$ cat src/rtl/dual_port_ram.sv
// Simple dual-port RAM: byte-enabled write port, registered read port, reset-time clear sweep.
// Storage is split into one byte-wide bank per write lane.

module dual_port_ram_lane #(
    parameter int ADDR_WIDTH = 4,
    parameter int DEPTH      = 16,
    parameter int RDW_MODE   = 0
) (
    input  logic                  clk,
    input  logic                  rst_n,
    input  logic                  we,
    input  logic [ADDR_WIDTH-1:0] waddr,
    input  logic [7:0]            wdata,
    input  logic                  re,
    input  logic [ADDR_WIDTH-1:0] raddr,
    input  logic                  raddr_ok,
    output logic [7:0]            rdata
);
    logic [7:0] mem [DEPTH];
    logic [7:0] rd_word;

    always_ff @(posedge clk) begin
        if (we) mem[waddr] <= wdata;
    end

    // Write-first forwards only this lane's new byte; disabled lanes fall back to the stored byte.
    always_comb begin
        rd_word = '0;
        if (raddr_ok) rd_word = mem[raddr];
        if (RDW_MODE == 1 && we && waddr == raddr) rd_word = wdata;
    end

    always_ff @(posedge clk) begin
        if (!rst_n)  rdata <= '0;
        else if (re) rdata <= rd_word;
    end
endmodule

module dual_port_ram #(
    parameter int                    DATA_WIDTH = 32,
    parameter int                    ADDR_WIDTH = 4,
    parameter int                    DEPTH      = 16,
    parameter int                    RDW_MODE   = 0,
    parameter logic [DATA_WIDTH-1:0] INIT_VALUE = '0
) (
    input  logic                    clk,
    input  logic                    rst_n,
    output logic                    init_done,
    input  logic                    wr_en,
    input  logic [ADDR_WIDTH-1:0]   wr_addr,
    input  logic [DATA_WIDTH/8-1:0] wr_be,
    input  logic [DATA_WIDTH-1:0]   wr_data,
    input  logic                    rd_en,
    input  logic [ADDR_WIDTH-1:0]   rd_addr,
    output logic [DATA_WIDTH-1:0]   rd_data,
    output logic                    rd_valid
);
    localparam int                  NUM_LANES = DATA_WIDTH / 8;
    localparam int                  STAGES    = 0;
    localparam logic [ADDR_WIDTH:0] DEPTH_W   = (ADDR_WIDTH + 1)'(DEPTH);
    localparam logic [ADDR_WIDTH:0] LAST_W    = (ADDR_WIDTH + 1)'(DEPTH - 1);
    localparam logic [ADDR_WIDTH:0] ONE_W     = (ADDR_WIDTH + 1)'(1);

    typedef enum logic {S_INIT, S_RUN} state_t;

    state_t                        state, state_nxt;
    logic [ADDR_WIDTH:0]           sweep_cnt;
    logic                          sweeping, run;
    logic                          wr_ok, rd_go, rd_in_range;
    logic [ADDR_WIDTH-1:0]         mem_waddr;
    logic [NUM_LANES-1:0][7:0]     wdata_l, rdata_l;
    logic [NUM_LANES-1:0]          lane_we;
    logic [STAGES:0]               vld_pipe;

    always_ff @(posedge clk) begin
        if (!rst_n) begin
            state     <= S_INIT;
            sweep_cnt <= '0;
        end else begin
            state <= state_nxt;
            if (state == S_INIT) sweep_cnt <= sweep_cnt + ONE_W;
        end
    end

    always_comb begin
        state_nxt = state;
        case (state)
            S_INIT:  if (sweep_cnt == LAST_W) state_nxt = S_RUN;
            default: state_nxt = S_RUN;
        endcase
    end

    always_comb begin
        init_done = (state == S_RUN);
        run       = (state == S_RUN);
        sweeping  = (state == S_INIT) && rst_n;
    end

    // Out-of-range writes are dropped outright so shallow configurations never alias.
    always_comb begin
        wr_ok       = run && wr_en && ({1'b0, wr_addr} < DEPTH_W);
        rd_in_range = ({1'b0, rd_addr} < DEPTH_W);
        rd_go       = run && rd_en;
        mem_waddr   = sweeping ? sweep_cnt[ADDR_WIDTH-1:0] : wr_addr;
        wdata_l     = sweeping ? INIT_VALUE : wr_data;
        lane_we     = sweeping ? '1 : (wr_ok ? wr_be : '0);
    end

    generate
        for (genvar i = 0; i < NUM_LANES; i++) begin : g_lane
            dual_port_ram_lane #(
                .ADDR_WIDTH(ADDR_WIDTH),
                .DEPTH     (DEPTH),
                .RDW_MODE  (RDW_MODE)
            ) u_lane (
                .clk     (clk),
                .rst_n   (rst_n),
                .we      (lane_we[i]),
                .waddr   (mem_waddr),
                .wdata   (wdata_l[i]),
                .re      (rd_go),
                .raddr   (rd_addr),
                .raddr_ok(rd_in_range),
                .rdata   (rdata_l[i])
            );
        end
    endgenerate

    always_ff @(posedge clk) begin
        if (!rst_n) vld_pipe <= '0;
        else        vld_pipe <= rd_go;
    end

    assign rd_valid = vld_pipe[STAGES];
    assign rd_data  = rdata_l;
endmodule
$ cat config.mk
export PLATFORM = sky130hd
export DESIGN_NAME = dual_port_ram
export DESIGN_NICKNAME = d
export VERILOG_FILES = /design/src/rtl/dual_port_ram.sv
export SDC_FILE = /design/constraint.sdc
export NUM_CORES = 1
export LEC_CHECK = 0
export ABC_AREA = 1
export CELL_PAD_IN_SITES_DETAIL_PLACEMENT = 2
export CELL_PAD_IN_SITES_GLOBAL_PLACEMENT = 2
export CORE_MARGIN = 4
export CORE_UTILIZATION = 42
export CTS_BUF_LIST = sky130_fd_sc_hd__clkbuf_8
export DETAILED_ROUTE_END_ITERATION = 12
export PLACE_DENSITY = 0.92
export SLEW_MARGIN = 20
export SYNTH_ARGS = -nofsm -noshare
export SYNTH_HDL_FRONTEND = slang
export SYNTH_HIERARCHICAL = 1
export SYNTH_SLANG_ARGS = --single-unit
$ cat constraint.sdc
create_clock -name clk -period 2.7 [get_ports clk]
set_input_delay 0.54 -clock clk [delete_from_list [all_inputs] [get_ports clk]]
set_output_delay 0.54 -clock clk [all_outputs]
set_load 0.01 [all_outputs]
# [Word-level counts from Yosys, hierarchy flattened]
# Memories as Yosys holds them, arrays and structs flattened. A register that Yosys moved wholly into a read port is not among the register bits.
# Index checks and enable logic that the tools add are counted.
[totals] ff_bits=7 latchBits=0 mem_bits_rw=512 romBits=0 out_inout_bits=34 word_cells=31 mem_count=4
[memory_table] name="g_lane[0].u_lane.mem" depth=16 width=8 read_ports=1 rd_clocked_by_memory_dff=1 write_ports=1 line_no="19" rtl="logic [7:0] mem [DEPTH];"
[memory_table] name="g_lane[1].u_lane.mem" depth=16 width=8 read_ports=1 rd_clocked_by_memory_dff=1 write_ports=1 line_no="19"
[memory_table] name="g_lane[2].u_lane.mem" depth=16 width=8 read_ports=1 rd_clocked_by_memory_dff=1 write_ports=1 line_no="19"
[memory_table] name="g_lane[3].u_lane.mem" depth=16 width=8 read_ports=1 rd_clocked_by_memory_dff=1 write_ports=1 line_no="19"
[op_classes] n_addsub=1 n_mul=0 div=0 order_cmp=0 eq_ne=1 shifts=0 n_mux=14 n_bitwise=1 reduce_logical=7
[ops] op="$mux 32" count=1
[ops] op="$mux 4" count=3
[ops] op="$mux 1" count=10
[ops] op="$add 5x1->5 const B" count=1
[ops] op="$eq 5x4->1 const B" count=1
[ops] op="$logic_not 1->1" count=4
[ops] op="$logic_and 1x1->1" count=3
[ops] op="$not 1->1" count=1

# [Longest topological paths before layout]
# Gate-level depths: netlist of run 1.
[logic_depth] ltp_word=5 ltp_mapped=10 depth_no_buf=9

# [Hierarchy]
# Netlist of run 1, hierarchy kept.
[by_module_without_submodules] mod="dual_port_ram_lane" n_inst=4 cells_each=579 area_each_um2=5929.4
[by_module_without_submodules] mod="dual_port_ram" n_inst=1 cells_each=129 area_each_um2=714.4

# [Worst setup path after synthesis of run 1]
# OpenSTA, ideal clock, no wires.
[synth_timing] path_kind="register to register" startpoint="reg state (netlist: init_done)" endpoint="mem g_lane[0].u_lane.mem[12][0], enable pin" setup_time_ns=0.370 arrival_time_ns=1.912 required_time_ns=2.330 path_slack_ns=0.418 stages_incl_launch_ff=8 n_path_buf=2 cell_sequence="dfxtp_1 buf_6 inv_6 nand2_4 buf_6 o21ai_1 nand3_1 nor2_1"
[synth_via] word_cells_on_any_way=8
[synth_rtl] item="from (decl)" line_no="66" rtl="state_t state, state_nxt;"
[synth_rtl] item="from (signal assigned)" line_no="80" rtl="state <= state_nxt;"
[synth_rtl] item="$not 1->1"
[synth_rtl] item="$logic_and 1x1->1" line_no="96" rtl="sweeping = (state == S_INIT) && rst_n;"
[synth_rtl] item="$mux 4" line_no="104" rtl="mem_waddr = sweeping ? sweep_cnt[ADDR_WIDTH-1:0] : wr_addr;"
[synth_rtl] item="named net mem_waddr[2]" line_no="70" rtl="logic [ADDR_WIDTH-1:0] mem_waddr;"
[synth_rtl] item="to (decl)" line_no="19"
# The timed path passes the listed nets, and every way through them passes these cells.

# [Worst setup path after layout of run 1]
[layout_timing] startpoint="reg state (netlist: init_done)" endpoint="mem g_lane[2].u_lane.mem[3][1], enable pin"
[layout_via] elab_chain_len=5 word_cells_on_any_way=8
[layout_rtl] item="$logic_and 1x1->1 / $not 1->1 (equally long branches)"
[layout_rtl] item="$mux 4 / $logic_and 1x1->1 (equally long branches)" line_no="106, 96"
[layout_rtl] item="$mux 4 (*)" line_no="106" rtl="lane_we = sweeping ? '1 : (wr_ok ? wr_be : '0);"
[layout_rtl] item="named net lane_we[2]" line_no="72" rtl="logic [NUM_LANES-1:0] lane_we;"
[layout_rtl] item="$mux 1 (*)" line_no="23" rtl="if (we) mem[waddr] <= wdata;"
[layout_rtl] item="$mux 1 (not written as such) (*)" line_no="23"
[layout_rtl] item="to (decl)" line_no="19"
# The timed path passes the listed nets; every way through them passes the cells marked *.

==> impl_metrics.ini, run 1 <==
[timing]
hold_viol_final = 0
slew_headroom = 0.3209
rsz0062_at_grt = yes
worst_pin_slew_ns = 1.018
finalSetupViolations = 16
finClkSkew_ns = 0.04095
slew_viol_final = 0
finalCritPeriodShare = 1.035
fin_ws_ns = -0.09546
fmax_mhz = 357.7
fin_crit_ns = 2.795
whs_ns = 0.4204

[final_layout]
area_growth_pct = 14.74
fin_nets = 2698
layout-drive-gt1-share = 0.1028
register_area_um2 = 16160
multi_input_area_um2 = 5674
design_area_um2 = 28030
fill_cells = 5953

[floorplan]
die-height_um = 249.2
core_um2 = 57700
die_area_um2 = 62100
row_count = 88
ios = 82
initial_utilization = 0.4235
die_w_um = 249.2

[pwr]
power.total_mw = 18.68
leakage_nw = 12.22
power.density_nw_per_um2 = 666.3
peakVddDrop_mv = 0.2683

[synth]
synth_commonest_cells = nand2_1, edfxtp_1, inv_1
ys_types = 25
synth_top_area_share = 0.6293
ys.flop_type = edfxtp_1
syn_inst = 2445
synth.cell_area_um2 = 24430
ys_seq_elements = 551
synth_edf_count = 512
synth_top_area_cell = edfxtp_1
async_flop_share = 0
yosysMostFrequentCell = nand2_1
synth_area_per_cell_um2 = 9.993
ys_seq_area_frac = 0.6612
ys.warnings.count = 6
ys_top_cells_by_area = edfxtp_1, nand2_1, nand3_1

[worst_hold_path]
hold_path_depth = 3
min_from = rd_en
hold_path_class = input pin to flip-flop
whs_endpoint = rd_valid

[grt]
gr-usage-all-layers = 0.3438
antenna_found_initial = 2
grt_pass1_wl_mm = 158.3
grt_pass1_vias = 22441
gr-total-overflow = 0
grt_max_degree = 65

[critical_path]
slowest_delay_ns = 0.77
reg2reg_from = init_done
path_buf_inv = 1
cp-end-kind = flip-flop
reg2regPathDepth = 5
crit-reg2reg-capture = g_lane[2].u_lane/mem[3][1]
required_ns = 3.02
critical_path.most_common_cell = nand2_1
path_cells = buf_4 > nand3_1 > nand2_1 > nand2_1 > nor2_1
crit_arrival_ns = 3.11
critical_path.top_delay_family = simple AND/OR/NAND/NOR gates
rrSetupSlack_ns = -0.1
critPathLaunchType = flip-flop
critPathMaxFanout = 9
critPathSlowestCell = nor2_1
worstSetupPathType = flip-flop to flip-flop

[run_status]
status = finished with violations
violations = negative setup slack

[cts]
clk_path_buf_depth = 3
numCtsBuffers = 93
clk_pin_slew_worst_paths_ns = 0.07
cts_tree = built
cts_root_buf = clkbuf_8
clock_sinks = 551
hold_buffers = 0
clk_latency_ns = 0.71
cts_max_level = 3
cts_setup_buffers = 0

[place]
routabilityCongestion = 0.8633
place_hpwl_mm = 61.70
io_buffer_count = 81
placed_cell_area_um2 = 26300

[route]
ant_nets = 0
via_per_inst = 5.740
drt-initial-drc-count = 2391
drc = 0
vias = 20044
wl_per_cell_um = 31.23
totalWireLength_mm = 109.0
drt-pass1-iter-count = 6

[job]
cap_violations = 0
## routing by layer
layer / part of all wire / wire (µm) / vias up / GRT usage
met5: 0.00013 / 14 / - / 0.003861
met4: 0.062 / 6757 / 2 / 0.1956
met3: 0.076 / 8310 / 399 / 0.07100
met2: 0.49 / 53410 / 1199 / 0.5822
met1: 0.37 / 40550 / 10209 / 0.4085
li1: - / - / 8235 / -
## placed cells by master, fill, tap and decap left out, types with 2 or more instances in the layout
master	netlist	routed
inv_2	8	8
buf_2	44	2
dfxtp_1	39	39
o21ai_0	2	2
clkinv_1	0	25
inv_1	450	481
nand3_1	394	394
nor2_1	100	87
nor2_2	10	23
conb_1	1	4
clkbuf_8	24	101
buf_12	4	6
edfxtp_1	512	512
buf_4	16	120
nand3b_1	8	8
a21oi_1	35	35
nand2_1	777	777
clkinv_2	0	15
ha_1	2	2
diode_2	0	2
clkdlybuf4s50_1	0	77
## report_power, final
part	switching, mW	leakage (nW)	internal (mW)
Combinational	1.25	6.20	0.414
Sequential	0.0608	5.02	9.47
Clock	3.97	0.996	3.51
## worst max-delay path by stage
stage	cells after the start	slack [ns]	endpoint	from
after floorplan	7	0.42	g_lane[0].u_lane/mem[12][0]	init_done
after global placement	9	-0.13	g_lane[3].u_lane/mem[3][0]	rst_n
after detailed placement	8	-0.44	g_lane[1].u_lane/mem[8][4]	rst_n
after CTS	5	0.03	g_lane[2].u_lane/mem[3][7]	init_done
after global routing	9	-0.12	g_lane[2].u_lane/mem[0][0]	init_done
final	5	-0.1	g_lane[2].u_lane/mem[3][1]	init_done
## cell families (layout without fill, tap and decap cells)
| family | Yosys count | count (layout) | share of synthesized area |
|---|---|---|---|
| AND/OR/NAND/NOR | 1291 | 1291 | 0.2211 |
| buffers and inverters | 561 | 838 | 0.1083 |
| flip-flops | 551 | 551 | 0.6612 |
| AO/OA/AOI/OAI | 39 | 39 | 0.008143 |
| adder cells (fa/ha/maj) | 2 | 2 | 0.001024 |
| other | 1 | 6 | 0.0001535 |
## worst register-to-register path: stages, from the launching register on
cell     delay [ns]
dfxtp_1        0.44
buf_4          0.29
nand3_1        0.32
nand2_1        0.32
nand2_1        0.25
nor2_1         0.77
## per-stage QoR
step / setup WS, ns / util / instances / TNS, ns
5_1_grt: -0.1198 / 0.4858 / 3491 / -1.847
2_1_floorplan: 0.4179 / - / 2448 / 0
6_report: -0.09546 / 0.4859 / 3492 / -1.107
4_1_cts: 0.02640 / 0.4854 / 3490 / 0
3_5_place_dp: -0.4445 / 0.4559 / 3318 / -91.53
3_3_place_gp: -0.1287 / 0.4559 / 3318 / -11.69
## what timing repair did
action | 4_1_cts | 5_1_grt
hold endpoints to repair | 0 | 0
resized for setup | 5 | 8
pin swaps | 0 | 0
endpoints found under the setup margin | 22 | 68
## sequential cells by signal, indices dropped and copies added, names as in the netlist
register / flops
g_lane.u_lane/mem: 512
init_done: 1
g_lane.u_lane/rdata: 32
sweep_cnt: 5
rd_valid: 1
## layout make-up
cell class	instances	area share
Sequential cell	551	0.5763
Clock inverter	72	0.01125
Antenna cell	2	0.0001785
Tap cell	765	0.03414
Multi-Input combinational cell	1336	0.2024
Clock buffer	100	0.04910
Timing Repair Buffer	206	0.06476
Inverter	460	0.06186
No activity file was read; power rests on OpenSTA's default activity.
==> run 2, diff against run 1 <==
--- a/config.mk
+++ b/config.mk
@@ -6,6 +6,7 @@
 export NUM_CORES = 1
 export LEC_CHECK = 0
 export ABC_AREA = 1
+export ABC_CLOCK_PERIOD_IN_PS = 2700
 export CELL_PAD_IN_SITES_DETAIL_PLACEMENT = 2
 export CELL_PAD_IN_SITES_GLOBAL_PLACEMENT = 2
 export CORE_MARGIN = 4
==> results of run 2 <==
Final layout, timing and power as in run 1 (identical DEF).
